File: config.mk
export PLATFORM = sky130hd
export DESIGN_NAME = reorder_buffer
export DESIGN_NICKNAME = d
export VERILOG_FILES = /design/src/rtl/reorder_buffer.sv
export SDC_FILE = /design/constraint.sdc
export NUM_CORES = 1
export LEC_CHECK = 0
export ABC_CLOCK_PERIOD_IN_PS = 7000
export CORE_ASPECT_RATIO = 1.4
export CORE_MARGIN = 2
export CORE_UTILIZATION = 40
export CTS_CLUSTER_DIAMETER = 60
export CTS_CLUSTER_SIZE = 25
export DETAILED_ROUTE_END_ITERATION = 6
export DONT_BUFFER_PORTS = 1
export PLACE_DENSITY_LB_ADDON = 0.25
export SYNTH_ARGS = -nofsm -noshare
export SYNTH_HDL_FRONTEND = slang
export SYNTH_SLANG_ARGS = --single-unit
export TNS_END_PERCENT = 30
File: constraint.sdc
create_clock -name clk_in -period 7 [get_ports clk_in]
set_input_delay 1.4 -clock clk_in [delete_from_list [all_inputs] [get_ports clk_in]]
set_output_delay 1.4 -clock clk_in [all_outputs]
set_load 0.05 [all_outputs]
File: src/rtl/reorder_buffer.sv
// reorder_buffer: circular reorder buffer with in-order retire, CDB capture and branch-mispredict flush.
// Optional build: define ROB_COMMIT_TRACE_EN to add a cycle counter and a per-commit trace line.
module reorder_buffer #(
  parameter int RoB_WIDTH = 3,
  parameter int ROB_SIZE  = 1 << RoB_WIDTH
) (
  input  logic                 clk_in,
  input  logic                 rst_in,
  input  logic                 rdy_in,
  input  logic                 issue_en,
  input  logic [1:0]           issue_type,
  input  logic [4:0]           issue_rd,
  input  logic                 issue_pred_jump,
  output logic [RoB_WIDTH-1:0] tail_index,
  output logic                 rob_full,
  input  logic                 cdb_en,
  input  logic [RoB_WIDTH-1:0] cdb_index,
  input  logic [31:0]          cdb_data,
  input  logic                 cdb_jump,
  input  logic [31:0]          cdb_target,
  input  logic [RoB_WIDTH-1:0] query_j_idx,
  input  logic [RoB_WIDTH-1:0] query_k_idx,
  output logic                 query_j_ready,
  output logic                 query_k_ready,
  output logic [31:0]          query_j_data,
  output logic [31:0]          query_k_data,
  output logic                 RoB_update_en,
  output logic [4:0]           RoB_update_reg,
  output logic [RoB_WIDTH-1:0] RoB_update_index,
  output logic [31:0]          RoB_update_data,
  output logic                 store_commit_en,
  output logic [RoB_WIDTH-1:0] store_commit_index,
  output logic                 flush_signal,
  output logic [31:0]          redirect_pc,
  output logic                 halt
);
  localparam logic [1:0] TYPE_REG    = 2'd0;
  localparam logic [1:0] TYPE_BRANCH = 2'd1;
  localparam logic [1:0] TYPE_STORE  = 2'd2;
  localparam logic [1:0] TYPE_EXIT   = 2'd3;

  logic [RoB_WIDTH-1:0] head_q, head_d, tail_q, tail_d;
  logic [RoB_WIDTH:0]   count_q, count_d;
  logic [ROB_SIZE-1:0]  busy_q, busy_d, ready_q, ready_d, pred_q, pred_d, jump_q, jump_d;
  logic [1:0]           type_q [ROB_SIZE];
  logic [1:0]           type_d [ROB_SIZE];
  logic [4:0]           rd_q [ROB_SIZE];
  logic [4:0]           rd_d [ROB_SIZE];
  logic [31:0]          data_q [ROB_SIZE];
  logic [31:0]          data_d [ROB_SIZE];
  logic [31:0]          target_q [ROB_SIZE];
  logic [31:0]          target_d [ROB_SIZE];

  logic                 upd_en_q, upd_en_d, st_en_q, st_en_d, flush_q, flush_d, halt_q, halt_d;
  logic [4:0]           upd_reg_q, upd_reg_d;
  logic [RoB_WIDTH-1:0] upd_idx_q, upd_idx_d, st_idx_q, st_idx_d;
  logic [31:0]          upd_data_q, upd_data_d, redirect_q, redirect_d;

  logic full_s, issue_acc_s, cdb_acc_s, commit_s, mispredict_s, hit_j_s, hit_k_s;

  // Commit looks only at stored ready bits, so a same-edge CDB write retires one edge later.
  assign full_s       = (count_q == (RoB_WIDTH+1)'(ROB_SIZE));
  assign issue_acc_s  = rdy_in && issue_en && !full_s && !flush_q;
  assign cdb_acc_s    = rdy_in && cdb_en && !flush_q && busy_q[cdb_index];
  assign commit_s     = rdy_in && !flush_q && !halt_q && busy_q[head_q] && ready_q[head_q];
  assign mispredict_s = commit_s && (type_q[head_q] == TYPE_BRANCH) &&
                        (jump_q[head_q] != pred_q[head_q]);

  // Entry array and pointer next state.
  always_comb begin
    for (int i = 0; i < ROB_SIZE; i++) begin
      if (mispredict_s) begin
        busy_d[i] = 1'b0;
      end else if (commit_s && (head_q == RoB_WIDTH'(i))) begin
        busy_d[i] = 1'b0;
      end else if (issue_acc_s && (tail_q == RoB_WIDTH'(i))) begin
        busy_d[i] = 1'b1;
      end else begin
        busy_d[i] = busy_q[i];
      end
      if (issue_acc_s && (tail_q == RoB_WIDTH'(i))) begin
        ready_d[i] = 1'b0;
        type_d[i]  = issue_type;
        rd_d[i]    = issue_rd;
        pred_d[i]  = issue_pred_jump;
      end else begin
        ready_d[i] = (cdb_acc_s && (cdb_index == RoB_WIDTH'(i))) ? 1'b1 : ready_q[i];
        type_d[i]  = type_q[i];
        rd_d[i]    = rd_q[i];
        pred_d[i]  = pred_q[i];
      end
      if (cdb_acc_s && (cdb_index == RoB_WIDTH'(i))) begin
        data_d[i]   = cdb_data;
        jump_d[i]   = cdb_jump;
        target_d[i] = cdb_target;
      end else begin
        data_d[i]   = data_q[i];
        jump_d[i]   = jump_q[i];
        target_d[i] = target_q[i];
      end
    end
    if (mispredict_s) begin
      head_d  = '0;
      tail_d  = '0;
      count_d = '0;
    end else begin
      head_d  = commit_s ? head_q + RoB_WIDTH'(1) : head_q;
      tail_d  = issue_acc_s ? tail_q + RoB_WIDTH'(1) : tail_q;
      count_d = count_q + {{RoB_WIDTH{1'b0}}, issue_acc_s} - {{RoB_WIDTH{1'b0}}, commit_s};
    end
  end

  // Retire-side output next state; everything holds while stalled.
  always_comb begin
    upd_en_d   = upd_en_q;
    upd_reg_d  = upd_reg_q;
    upd_idx_d  = upd_idx_q;
    upd_data_d = upd_data_q;
    st_en_d    = st_en_q;
    st_idx_d   = st_idx_q;
    flush_d    = flush_q;
    redirect_d = redirect_q;
    halt_d     = halt_q;
    if (!rdy_in) begin
      halt_d = halt_q;
    end else if (commit_s) begin
      upd_en_d = 1'b0;
      st_en_d  = 1'b0;
      flush_d  = 1'b0;
      case (type_q[head_q])
        TYPE_REG, TYPE_BRANCH: begin
          upd_en_d   = 1'b1;
          upd_reg_d  = rd_q[head_q];
          upd_idx_d  = head_q;
          upd_data_d = data_q[head_q];
          if (mispredict_s) begin
            flush_d    = 1'b1;
            redirect_d = target_q[head_q];
          end else begin
            flush_d    = 1'b0;
          end
        end
        TYPE_STORE: begin
          st_en_d  = 1'b1;
          st_idx_d = head_q;
        end
        TYPE_EXIT: halt_d = 1'b1;
        default:   halt_d = halt_q;
      endcase
    end else begin
      upd_en_d = 1'b0;
      st_en_d  = 1'b0;
      flush_d  = 1'b0;
    end
  end

  // Operand lookup with same-cycle CDB forwarding.
  always_comb begin
    hit_j_s = cdb_en && (cdb_index == query_j_idx);
    hit_k_s = cdb_en && (cdb_index == query_k_idx);
    if (busy_q[query_j_idx] && (ready_q[query_j_idx] || hit_j_s)) begin
      query_j_ready = 1'b1;
      query_j_data  = hit_j_s ? cdb_data : data_q[query_j_idx];
    end else begin
      query_j_ready = 1'b0;
      query_j_data  = 32'd0;
    end
    if (busy_q[query_k_idx] && (ready_q[query_k_idx] || hit_k_s)) begin
      query_k_ready = 1'b1;
      query_k_data  = hit_k_s ? cdb_data : data_q[query_k_idx];
    end else begin
      query_k_ready = 1'b0;
      query_k_data  = 32'd0;
    end
  end

  // State and output registers.
  always_ff @(posedge clk_in or negedge rst_in) begin
    if (!rst_in) begin
      head_q     <= '0;
      tail_q     <= '0;
      count_q    <= '0;
      busy_q     <= '0;
      ready_q    <= '0;
      pred_q     <= '0;
      jump_q     <= '0;
      for (int i = 0; i < ROB_SIZE; i++) begin
        type_q[i]   <= 2'd0;
        rd_q[i]     <= 5'd0;
        data_q[i]   <= 32'd0;
        target_q[i] <= 32'd0;
      end
      upd_en_q   <= 1'b0;
      upd_reg_q  <= 5'd0;
      upd_idx_q  <= '0;
      upd_data_q <= 32'd0;
      st_en_q    <= 1'b0;
      st_idx_q   <= '0;
      flush_q    <= 1'b0;
      redirect_q <= 32'd0;
      halt_q     <= 1'b0;
    end else begin
      head_q     <= head_d;
      tail_q     <= tail_d;
      count_q    <= count_d;
      busy_q     <= busy_d;
      ready_q    <= ready_d;
      pred_q     <= pred_d;
      jump_q     <= jump_d;
      type_q     <= type_d;
      rd_q       <= rd_d;
      data_q     <= data_d;
      target_q   <= target_d;
      upd_en_q   <= upd_en_d;
      upd_reg_q  <= upd_reg_d;
      upd_idx_q  <= upd_idx_d;
      upd_data_q <= upd_data_d;
      st_en_q    <= st_en_d;
      st_idx_q   <= st_idx_d;
      flush_q    <= flush_d;
      redirect_q <= redirect_d;
      halt_q     <= halt_d;
    end
  end

  assign tail_index         = tail_q;
  assign rob_full           = full_s;
  assign RoB_update_en      = upd_en_q;
  assign RoB_update_reg     = upd_reg_q;
  assign RoB_update_index   = upd_idx_q;
  assign RoB_update_data    = upd_data_q;
  assign store_commit_en    = st_en_q;
  assign store_commit_index = st_idx_q;
  assign flush_signal       = flush_q;
  assign redirect_pc        = redirect_q;
  assign halt               = halt_q;

`ifdef ROB_COMMIT_TRACE_EN
  logic [31:0] cycle_q, cycle_d;

  always_comb begin
    cycle_d = cycle_q + 32'd1;
  end

  // Free-running cycle counter for the trace.
  always_ff @(posedge clk_in or negedge rst_in) begin
    if (!rst_in) begin
      cycle_q <= 32'd0;
    end else begin
      cycle_q <= cycle_d;
    end
  end

  // One trace line per retired entry.
  always_ff @(posedge clk_in) begin
    if (rst_in && commit_s) begin
      if (mispredict_s) begin
        $display("[rob %0d] commit idx=%0d type=%0d rd=%0d data=%08h MISPREDICT target=%08h",
                 cycle_q, head_q, type_q[head_q], rd_q[head_q], data_q[head_q], target_q[head_q]);
      end else begin
        $display("[rob %0d] commit idx=%0d type=%0d rd=%0d data=%08h",
                 cycle_q, head_q, type_q[head_q], rd_q[head_q], data_q[head_q]);
      end
    end
  end
`endif
endmodule

**Word-level counts from Yosys, hierarchy flattened**

Cells that the tools add are included.

- Bits in registers: 689
- Logic and storage cells: 284
- Input bits: 87

- Add/subtract/negate cells: 4
- Equality and inequality tests: 28
- Reduce and logical (&&, ||, !) cells: 72
- Bitwise logic cells: 3
- Muxes and demuxes: 94
- Magnitude comparators: 7

Operators by type and width:

| operator | number |
|---|---|
| binary-select mux 32 bit (select 3 bit) | 4 |
| two-way mux 32 bit | 12 |
| two-way mux 1 bit | 58 |
| logical AND 1 bit | 40 |
| equality test 3 bit, second input constant | 12 |
| binary-select mux 1 bit (select 3 bit) | 9 |
| nonzero test 3 bit | 8 |
| nonzero test 2 bit | 10 |
| equality test 3 x 2 -> 1 bit, second input constant | 6 |
| < comparator 3 x 4 -> 1 bit, second input constant | 4 |
| binary-select mux 5 bit (select 3 bit) | 1 |
| >= comparator 4 bit, second input constant | 3 |
| two-way mux 3 bit | 4 |
| inverter 3 -> 4 bit | 3 |
| two-way mux 5 bit | 2 |
| equality test 3 x 1 -> 1 bit, second input constant | 3 |
| zero test 3 bit | 3 |
| AND reduction 3 bit | 3 |
| adder 3 x 1 -> 3 bit, second input constant | 2 |
| binary-select mux 2 bit (select 3 bit) | 1 |
| equality test 3 bit | 2 |
| adder 4 x 1 -> 4 bit | 1 |
| equality test 2 bit, second input constant | 2 |
| equality test 4 bit, second input constant | 1 |
| other kinds (10) | 14 |

**Logic depth before layout (Yosys ltp)**

Gate-level depths: netlist (run 1).

- Depth in word-level cells: 10
- Mapped depth: 14
- Gate-level depth less buffers: 12

**Worst setup path before layout (run 1)**

Ideal clock, no wire load.

- Path type: input-to-output
- From: input query_j_idx[0]
- To: output query_j_data[0]
- Path slack: 1.628 ns
- Cell stages on the path: 6
- Arrival: 3.972 ns
- Cells stage by stage: clkbuf_1 -> clkbuf_1 -> buf_2 -> mux4_2 -> mux2i_1 -> a211oi_1

- Cells in the longest elaborated chain, start to end: 6
- Elaborated cells between the ends (all ways): 14
- Classes of those cells: eq/ne: 1; mux: 9; bitwise: 1; reduce/logical: 3

RTL lines:

| element | line | text |
|---|---|---|
| start, declared | 21 | `input logic [RoB_WIDTH-1:0] query_j_idx,` |
| inverter 3 -> 4 bit (implied by the code) | 163 | `query_j_data = hit_j_s ? cdb_data : data_q[query_j_idx];` |
| binary-select mux 32 bit (select 3 bit) | 163 |  |
| two-way mux 32 bit (implied by the code) (2 in a row) | 163 |  |
| two-way mux 32 bit | 163 |  |
| two-way mux 32 bit * | 161 | `if (busy_q[query_j_idx] && (ready_q[query_j_idx] \|\| hit_j_s)) begin` |
| end, declared | 25 | `output logic [31:0] query_j_data,` |

Every way passes the cells marked *; elsewhere a longest branch is shown, timed or not. The select of a mux whose other input is x is not followed.

**Worst setup path after layout (run 1)**

- From: input query_j_idx[2]
- To: output query_j_data[10]

The elaborated chain is that of the path after synthesis.

==> results of run 1 <==
==> power by group <==
group	internal, W	switching (W)	total (W)
Clock	0.00165	0.00165	0.00330
Sequential	0.00563	0.00183	0.00747
Combinational	0.00335	0.00260	0.00595
==> worst max-delay path, delay by kind of cell <==
kind                      cells  cell delay (ns)
and+or+nand+nor               1             0.18
buffers and inverters         2             0.61
xor gates and xnor gates      1             0.17
AOI/OAI and AO/OA             3             1.25
==> layout by cell type (no fill, tap or decap), types with 3 or more instances in the layout <==
master / count
a211oi_1: 8
a211oi_2: 64
a21boi_0: 3
a21o_1: 4
a21oi_1: 4
a221oi_1: 3
and3_1: 5
buf_4: 27
bufinv_16: 7
clkbuf_1: 3
clkbuf_16: 49
clkinv_4: 3
clkinv_8: 6
dfrtp_1: 686
dfrtp_4: 3
ha_1: 17
inv_1: 26
inv_12: 3
inv_16: 3
inv_6: 10
inv_8: 5
mux2_1: 32
mux2_2: 586
mux2i_1: 105
mux4_2: 286
nand2_1: 154
nand3_1: 3
nand4_1: 7
nand4b_1: 5
nor2_1: 78
nor2b_1: 3
o21ai_0: 41
xnor2_1: 9
==> cell families (layout without fill, tap and decap cells) <==
logic type / count (synthesis) / after routing / share of synthesized area, %
multiplexers: 1009 / 1009 / 41.18
adder cells (fa/ha/maj): 18 / 18 / 0.6631
AO/OA/AOI/OAI: 140 / 140 / 2.685
flip-flops: 689 / 689 / 49.13
XOR/XNOR: 10 / 10 / 0.2496
AND/OR/NAND/NOR: 271 / 271 / 3.244
buffers and inverters: 243 / 146 / 2.852
==> per-layer routing <==
metal	global-route usage [%]	wire length, um	vias to the layer above
met5	0	27	-
met3	4.649	5953	142
met1	26.40	37370	11031
met4	6.600	2801	4
li1	-	-	8686
met2	36.56	47950	526
==> cell type report <==
type / count / area, um^2 / area share, %
flip-flops and latches: 689 / 17250 / 45.25
repair buffers: 28 / 222.7 / 0.5841
inverters: 28 / 106.4 / 0.2789
well taps: 1170 / 1464 / 3.839
clock buffers: 52 / 1237 / 3.245
multi-input cells: 1448 / 17250 / 45.25
clock inverters: 38 / 591.8 / 1.552
==> how the worst min path moves through the flow <==
stage	start	endpoint	slack [ns]	depth (start not counted)
after floorplan	pred_q[4]	pred_q[4]	0.47	1
after global placement	target_q[138]	target_q[138]	0.48	1
after detailed placement	pred_q[6]	pred_q[6]	0.49	1
after CTS	rst_in	target_q[157]	0.44	0
after global routing	rst_in	target_q[249]	0.46	0
final	target_q[102]	target_q[102]	0.51	1
==> metrics by stage <==
stage          utilization (%)  setup slack (ns)
2_1_floorplan                -             1.628
3_3_place_gp             41.74             1.981
3_5_place_dp             41.74             1.901
4_1_cts                  43.85             1.893
5_1_grt                  43.85             1.795
6_report                 43.85             1.862
==> qor.yml, run 1 <==
outcome: "finished, violations left"
violations: "max-slew violations"
clkSlewWorstSetupHoldPaths_ns: 0.07
postSynthAreaPerCell_um2: 14.75
setup.worst_path.end_class: "primary output"
ctsResizeCount: 0
ys_top_cells_by_area: "dfrtp_1 (49%), mux2_2 (19%), mux4_2 (18%)"
routed_wire_length_per_instance_um: 27.25
die-width_um: 254.3
estimated_wirelength_of_the_detail_placed_design_um: 55540
finalSetupViolations: 0
grt_first_pass_wirelength_um: 142900
yosys_warnings: 0
cpPeakStageDelay_ns: 0.83
cts.path.max_buffers: 3
ys_seq_area_share_pct: 49.13
tritoncts: "done"
worstPathMaxFanout: 54
clock_sinks: 689
cp-startpoint: "query_j_idx[2]"
first_iter_violations: 1295
biggestRegsByFlops: "data_q: 256 flops, target_q: 256 flops, rd_q: 40 flops"
nets: 2348
slew_of_the_pin_with_the_lowest_slew_margin_ns: 2.219
nFillCells: 7751
worstRegToRegCells: 7
finalWorstPathRequiredPeriod_ns: 5.138
antenna_cells: 0
min_path_type: "reg -> reg"
max_cap_viol_count: 0
yosys-top-cells-count: "dfrtp_1 (689), mux2_2 (586), mux4_2 (286)"
die_height_um: 354.5
row_count: 128
post_synthesis_instance_area_um2: 35090
postCtsSetupRepairBufs: 0
dieArea_um2: 90160
routed_wl_um: 94100
placedInstanceArea_um2: 36300
period_share_pct: 73.41
synth_cell_types: 45
ctsHtreeMaxLevel: 2
most_frequent_cell_after_synthesis: "dfrtp_1"
drive_above_1_share_pct: 46.82
timing.hold.ws_ns: 0.5071
critical_path.reg2reg.startpoint: "head_q[0]"
critical_path_required_ns: 5.60
grt_start_max_net_pins: 690
postCtsHoldBufs: 0
start_util_pct: 40.36
dp_cells: 3363
report.power.total_w: 0.01671
critPathArrivalTime_ns: 3.74
cts-root-buf: "clkbuf_16"
grt_setup_unrepaired: "false"
drt_drc: 0
clock_latency_on_the_worst_skew_pair_ns: 0.63
number_of_antenna_violations_at_the_first_check_in_global_routing: 2
setup.worst_path.class: "in -> out"
grt_use_total_pct: 21.17
stdcell_count: 3453
maximum_clock_rate_mhz: 194.6
drt_pass1_iterations: 5
vias_per_cell: 5.905
syn-instance-count: 2380
finalHoldViolations: 0
ir_drop_uv: 287.0
gp_congestion: 0.7975
number_of_global_route_vias_before_repair: 22112
area_overhead_of_the_layout_relative_to_synthesis_pct: 8.646
port_buffers: 0
postSynthRegisterBits: 689
postSynth.asyncResetShare_pct: 100.0
yosysTopAreaCell: "dfrtp_1"
max_slew_violations: 552
timing.critical_path.cells: "xnor2_1 -> nand4_1 -> buf_4 -> a211oi_1 -> a31oi_4 -> buf_4 -> a211oi_2"
yosys_most_used_dff: "dfrtp_1"
startpoint_type: "input pin"
r2r_slack_ns: 2.95
crit_slowest_cell: "a211oi_2"
route.vias.total: 20389
yosysTopAreaCellShare_pct: 49.13
totalNegativeSetupSlack_ns: 0
fin_skew_ns: 0.02561
leakage_nw: 16.54
ant_nets: 0
mappedNetlistNets: 2485
worstReg2RegEnd: "redirect_pc[1]"
timing.critical_path.to: "query_j_data[10]"
numCtsBuffers: 48
final_design_area_no_fill_um2: 38130
cp_common_cell: "buf_4"
global_route.overflow_total: 0
synth-edff-count: 0
pd_cells_nw_per_um2: 438.2
area_inside_the_core_boundary_um2: 86960
floorplan.io_pins: 236
timing.max_slew.rel_slack_pct: -47.91
Power figures use the tool's default switching activity.
==> run 2, diff against run 1 <==
--- a/config.mk
+++ b/config.mk
@@ -5,7 +5,7 @@
 export SDC_FILE = /design/constraint.sdc
 export NUM_CORES = 1
 export LEC_CHECK = 0
-export ABC_CLOCK_PERIOD_IN_PS = 7000
+export ABC_CLOCK_PERIOD_IN_PS = 5400
 export CORE_ASPECT_RATIO = 1.4
 export CORE_MARGIN = 2
 export CORE_UTILIZATION = 40
==> constraint.sdc (replaced) <==
create_clock -name clk_in -period 5.4 [get_ports clk_in]
set_input_delay 1.08 -clock clk_in [delete_from_list [all_inputs] [get_ports clk_in]]
set_output_delay 1.08 -clock clk_in [all_outputs]
set_load 0.05 [all_outputs]
==> qor.yml, run 2 (same netlist as run 1, synthesis figures left out) <==
clock_latency_on_the_worst_skew_pair_ns: 0.63  # about the same
period_share_pct: 82.07
route.vias.total: 20516  # was 20,389
floorplan.io_pins: 236  # unchanged
pd_cells_nw_per_um2: 557.7  # was 438.2 nW/um^2
finalHoldViolations: 0  # unchanged
nets: 2412  # was 2,348
critical_path_required_ns: 4.32  # was 5.60 ns
outcome: "finished, violations left"  # unchanged
drt_drc: 0  # unchanged
postCtsHoldBufs: 0  # unchanged
number_of_antenna_violations_at_the_first_check_in_global_routing: 3  # was 2
grt_start_max_net_pins: 690  # unchanged
crit_slowest_cell: "a31oi_4"  # was a211oi_2
port_buffers: 0  # unchanged
startpoint_type: "input pin"  # unchanged
ir_drop_uv: 398.4  # was 287.0 uV
postLayoutSetupSlackWorst_ns: 0.9680  # was 1.862 ns
start_util_pct: 40.36  # unchanged
worstReg2RegEnd: "target_q[200]"  # was redirect_pc[1]
maximum_clock_rate_mhz: 225.6
clock_sinks: 689  # unchanged
postCtsSetupRepairBufs: 0  # unchanged
ctsResizeCount: 0  # unchanged
max_slew_violations: 250  # was 552
drive_above_1_share_pct: 48.23  # was 46.82%
grt_use_total_pct: 21.25  # was 21.17%
leakage_nw: 16.82  # was 16.54 nW
fin_skew_ns: 0.02012  # was 0.02561 ns
drt_pass1_iterations: 5  # unchanged
most-common-layout-cells: "dfrtp_1 (686), mux2_2 (586), mux4_2 (286)"  # unchanged
multi_input_area_um2: 17250  # unchanged
nFillCells: 7716  # was 7,751
routed_wl_um: 93940  # was 94,100 um
ant_nets: 0  # unchanged
routed_wire_length_per_instance_um: 26.74  # was 27.25 um
vias_per_cell: 5.840  # was 5.905
r2r_slack_ns: 1.93  # was 2.95 ns
dieArea_um2: 90160  # unchanged
critical_path.reg2reg.startpoint: "flush_signal"  # was head_q[0]
die-width_um: 254.3  # unchanged
area_overhead_of_the_layout_relative_to_synthesis_pct: 9.722  # was 8.646%
grt_first_pass_wirelength_um: 145000  # was 142,900 um
max_cap_viol_count: 0  # unchanged
worstPathMaxFanout: 69  # was 54
tritoncts: "done"  # unchanged
cts.path.max_buffers: 3  # unchanged
number_of_global_route_vias_before_repair: 22784  # was 22,112
min_path_type: "in -> async"  # was reg -> reg
setup.worst_path.end_class: "primary output"  # unchanged
slew_of_the_pin_with_the_lowest_slew_margin_ns: 2.077  # was 2.219 ns
cp_common_cell: "buf_4"  # unchanged
row_count: 128  # unchanged
area_inside_the_core_boundary_um2: 86960  # unchanged
ctsHtreeMaxLevel: 2  # unchanged
global_route.overflow_total: 0  # unchanged
estimated_wirelength_of_the_detail_placed_design_um: 55750  # was 55,540 um
numCtsBuffers: 47  # was 48
die_height_um: 354.5  # unchanged
grt_setup_unrepaired: "false"  # unchanged
timing.critical_path.cells: "mux4_2 -> inv_1 -> nand2_1 -> a31oi_4 -> buf_4 -> a211oi_2 -> buf_4"  # was xnor2_1 -> nand4_1 -> buf_4 -> a211oi_1 -> a31oi_4 -> buf_4 -> a211oi_2
clkSlewWorstSetupHoldPaths_ns: 0.08  # was 0.07 ns
gp_congestion: 0.7858  # was 0.7975
layout_commonest_cell: "dfrtp_1"  # unchanged
cts-root-buf: "clkbuf_16"  # unchanged
timing.max_slew.rel_slack_pct: -38.47  # was -47.91%
worstRegToRegCells: 5  # was 7
finalWorstPathRequiredPeriod_ns: 4.432
detailedPlace.worstSlack_ns: 0.9525  # was 1.901 ns
finalSetupViolations: 0  # unchanged
critPathArrivalTime_ns: 3.35  # was 3.74 ns
area_taken_by_flip_flops_and_latches_um2: 17250  # unchanged
totalNegativeSetupSlack_ns: 0  # unchanged
violations: "max-slew violations"  # unchanged
biggestRegsByFlops: "data_q: 256 flops, target_q: 256 flops, rd_q: 40 flops"  # unchanged
setup.worst_path.class: "in -> out"  # unchanged
first_iter_violations: 1244  # was 1,295
cpPeakStageDelay_ns: 0.76  # was 0.83 ns
antenna_cells: 0  # unchanged
## run 2: cell count changes in the layout (fill, tap and decap cells not counted)
| cell | previous run | this run |
|---|---|---|
| buf_4 | 27 | 87 |
| inv_6 | 10 | 3 |
| buf_12 | 1 | 6 |
| bufinv_16 | 7 | 2 |
| clkinvlp_4 | 0 | 5 |
| clkbuf_8 | 0 | 4 |
| clkinv_2 | 2 | 5 |
| inv_16 | 3 | 1 |
| clkbuf_1 | 3 | 2 |
| clkinv_4 | 3 | 2 |
| inv_12 | 3 | 2 |
## run 2: critical path, delay by kind of cell
family,cells,cell delay (ns)
AO/OA/AOI/OAI,2,0.83
AND/OR/NAND/NOR,1,0.08
multiplexers,1,0.49
buffers and inverters,3,0.80
## run 2: worst max-delay path by stage
stage	cells past startpoint	end	start
4_1_cts	7	query_j_data[5]	query_j_idx[1]
6_report	7	query_j_data[5]	query_j_idx[0]
2_1_floorplan	6	query_j_data[0]	query_j_idx[0]
5_1_grt	7	query_j_data[9]	busy_q[3]
3_5_place_dp	7	query_j_data[5]	query_j_idx[1]
3_3_place_gp	7	query_j_data[4]	query_j_idx[1]
## run 2: area by class of cell
| type | instances | area share (%) |
|---|---|---|
| clock buffers | 55 | 3.347 |
| well taps | 1170 | 3.802 |
| repair buffers | 93 | 2.008 |
| inverters | 28 | 0.2762 |
| flip-flops and latches | 689 | 44.80 |
| multi-input cells | 1448 | 44.81 |
| clock inverters | 30 | 0.9553 |
## run 2: metal layers
layer | share of wire, % | track usage (%) | vias to the layer above | wire, um
li1 | - | - | 8785 | -
met3 | 5.1 | 4.106 | 147 | 4757
met2 | 52 | 37.78 | 441 | 49080
met4 | 2.9 | 6.788 | 4 | 2698
met5 | 0.027 | 0 | - | 25
met1 | 40 | 25.82 | 11139 | 37380
## run 2: metrics by stage
step           cells  utilization, %  power (W)  instance area, um^2  hold WS, ns
4_1_cts         3513           44.28    0.02172                38510       0.1566
5_1_grt         3513           44.28    0.02273                38510       0.1707
6_report        3513           44.28    0.02147                38510       0.2195
3_5_place_dp    3428           42.37    0.01772                36850       0.4880
2_1_floorplan   2380               -    0.01540                35090       0.4739
3_3_place_gp    3428           42.37    0.01732                36850       0.4811
## run 2: power by group
group / leakage (nW) / total [W] / internal, W / switching (W)
sequential: 8.82 / 0.00957 / 0.00731 / 0.00226
clock: 0.797 / 0.00396 / 0.00190 / 0.00206
combinational: 7.20 / 0.00795 / 0.00449 / 0.00346
==> run 3, diff against run 2 <==
--- a/config.mk
+++ b/config.mk
@@ -5,7 +5,7 @@
 export SDC_FILE = /design/constraint.sdc
 export NUM_CORES = 1
 export LEC_CHECK = 0
-export ABC_CLOCK_PERIOD_IN_PS = 5400
+export ABC_CLOCK_PERIOD_IN_PS = 3700
 export CORE_ASPECT_RATIO = 1.4
 export CORE_MARGIN = 2
 export CORE_UTILIZATION = 40
==> constraint.sdc (replaced) <==
create_clock -name clk_in -period 3.7 [get_ports clk_in]
set_input_delay 0.74 -clock clk_in [delete_from_list [all_inputs] [get_ports clk_in]]
set_output_delay 0.74 -clock clk_in [all_outputs]
set_load 0.05 [all_outputs]
==> qor.yml, run 3 (same netlist as run 1, synthesis figures left out) <==
period_share_pct: 122.7
port_buffers: 0  # unchanged
finalWorstPathRequiredPeriod_ns: 4.540
drive_above_1_share_pct: 48.69  # was 48.23%
area_inside_the_core_boundary_um2: 86960  # unchanged
drt_pass1_iterations: 5  # unchanged
start_util_pct: 40.36  # unchanged
violations: "negative hold slack, max-slew violations, negative setup slack"  # was max-slew violations
postLayoutSetupSlackWorst_ns: -0.8398  # was 0.9680 ns
finalHoldViolations: 19  # was 0
timing.hold.ws_ns: -0.1240  # was 0.2195 ns
critical_path.reg2reg.startpoint: "head_q[0]"  # was flush_signal
most-common-layout-cells: "dfrtp_1 (686), mux2_2 (586), mux4_2 (286)"  # unchanged
area_overhead_of_the_layout_relative_to_synthesis_pct: 10.86  # was 9.722%
min_path_type: "in -> async"  # unchanged
setup.worst_path.end_class: "async pin"  # was primary output
leakage_nw: 17.02  # was 16.82 nW
floorplan.io_pins: 236  # unchanged
grt_first_pass_wirelength_um: 145000  # about the same
max_cap_viol_count: 0  # unchanged
clock_latency_on_the_worst_skew_pair_ns: 0.64  # was 0.63 ns
maximum_clock_rate_mhz: 220.3
estimated_wirelength_of_the_detail_placed_design_um: 56640  # was 55,750 um
nets: 2430  # was 2,412
r2r_slack_ns: 0.61  # was 1.93 ns
clock_sinks: 689  # unchanged
routed_wl_um: 94110  # was 93,940 um
critPathArrivalTime_ns: 3.31  # was 3.35 ns
row_count: 128  # unchanged
tritoncts: "done"  # unchanged
final_design_area_no_fill_um2: 38910  # was 38,510 um^2
outcome: "finished, violations left"  # unchanged
gp_congestion: 0.7891  # was 0.7858
grtUsageMet1_pct: 26.22  # was 25.82%
global_route.overflow_total: 0  # unchanged
worstReg2RegEnd: "redirect_pc[29]"  # was target_q[200]
setup.worst_path.class: "in -> async"  # was in -> out
max_slew_violations: 641  # was 250
slew_of_the_pin_with_the_lowest_slew_margin_ns: 5.205  # was 2.077 ns
layout_commonest_cell: "dfrtp_1"  # unchanged
grt_util_met2_pct: 37.73  # was 37.78%
numCtsBuffers: 47  # unchanged
dieArea_um2: 90160  # unchanged
first_iter_violations: 1218  # was 1,244
grt.met3_usage_pct: 3.593  # was 4.106%
ir_drop_uv: 468.4  # was 398.4 uV
cts-root-buf: "clkbuf_16"  # unchanged
startpoint_type: "input pin"  # unchanged
pd_cells_nw_per_um2: 817.8  # was 557.7 nW/um^2
worstRegToRegCells: 7  # was 5
die_height_um: 354.5  # unchanged
vias_per_cell: 5.860  # was 5.840
number_of_antenna_violations_at_the_first_check_in_global_routing: 2  # was 3
fin_skew_ns: 0.03770  # was 0.02012 ns
finalSetupViolations: 139  # was 0
totalNegativeSetupSlack_ns: -15.47  # was 0 ns
biggestRegsByFlops: "data_q: 256 flops, target_q: 256 flops, rd_q: 40 flops"  # unchanged
cts.path.max_buffers: 3  # unchanged
worstPathMaxFanout: 689  # was 69
timing.max_slew.rel_slack_pct: -247.0  # was -38.47%
drt_drc: 0  # unchanged
report.power.total_w: 0.03182  # was 0.02147 W
die-width_um: 254.3  # unchanged
ant_nets: 0  # unchanged
grt_start_max_net_pins: 690  # unchanged
placedInstanceArea_um2: 37120  # was 36,850 um^2
route.vias.total: 20702  # was 20,516
routed_wire_length_per_instance_um: 26.64  # was 26.74 um
grt_use_total_pct: 21.18  # was 21.25%
globalRoute.busiestLayer: "met2"  # unchanged
clkSlewWorstSetupHoldPaths_ns: 0.09  # was 0.08 ns
ctsHtreeMaxLevel: 2  # unchanged
critical_path_required_ns: 2.47  # was 4.32 ns
grt_setup_unrepaired: "false"  # unchanged
number_of_global_route_vias_before_repair: 22720  # was 22,784
run 3: cell types whose count changed in the layout (fill, tap and decap cells not counted), sizes merged:
cell	delta
buf	+18
inv	+9
clkinvlp	-5
clkbuf	-3
bufinv	+2
clkinv	-2
diode	+1
run 3: area by class of cell:
cell class | count | area (um^2)
Sequential cell | 689 | 17250
Timing Repair Buffer | 111 | 1046
Antenna cell | 1 | 2.502
Clock buffer | 52 | 1236
Multi-Input combinational cell | 1448 | 17260
Clock inverter | 34 | 539.3
Fill cell | 7709 | 48060
Inverter | 28 | 106.4
Tap cell | 1170 | 1464
run 3: timing repair:
| action | in CTS | in global routing |
|---|---|---|
| buffers inserted | 0 | 0 |
| hold endpoints to repair | 689 | 545 |
| gates resized for setup | 0 | 1 |
| endpoints found under the setup margin | 0 | 3 |
run 3: how the worst max path moves through the flow:
stage                               from                to  slack (ns)  cells past startpoint
final                             rst_in         head_q[0]       -0.84                      0
after global routing           busy_q[0]  query_k_data[15]        0.12                      7
after CTS                      busy_q[3]  query_k_data[15]        0.14                      7
after detailed placement  query_j_idx[2]   query_j_data[5]        0.57                      7
after global placement    query_k_idx[2]  query_k_data[15]        0.53                      7
after floorplan           query_k_idx[0]  query_k_data[18]       -0.34                      6
run 3: per-stage QoR:
step | util (%) | setup slack (ns) | instances
floorplan | - | -0.3421 | 2380
global placement | 42.69 | 0.5293 | 3446
detailed placement | 42.69 | 0.5657 | 3446
CTS | 44.73 | 0.1424 | 3532
global route | 44.74 | 0.1227 | 3532
finish | 44.74 | -0.8398 | 3533
run 3: metal layers:
| metal | vias up | routed length, um |
|---|---|---|
| met1 | 11267 | 37970 |
| met2 | 467 | 48880 |
| met4 | 0 | 2610 |
| met3 | 121 | 4646 |
| met5 | - | 0 |
| li1 | 8847 | - |
run 3: power by group:
part | internal (W) | leakage (nW) | total [W] | switching, W
Sequential | 0.0107 | 8.82 | 0.0139 | 0.00327
Combinational | 0.00666 | 7.34 | 0.0118 | 0.00513
Clock | 0.00292 | 0.860 | 0.00610 | 0.00317
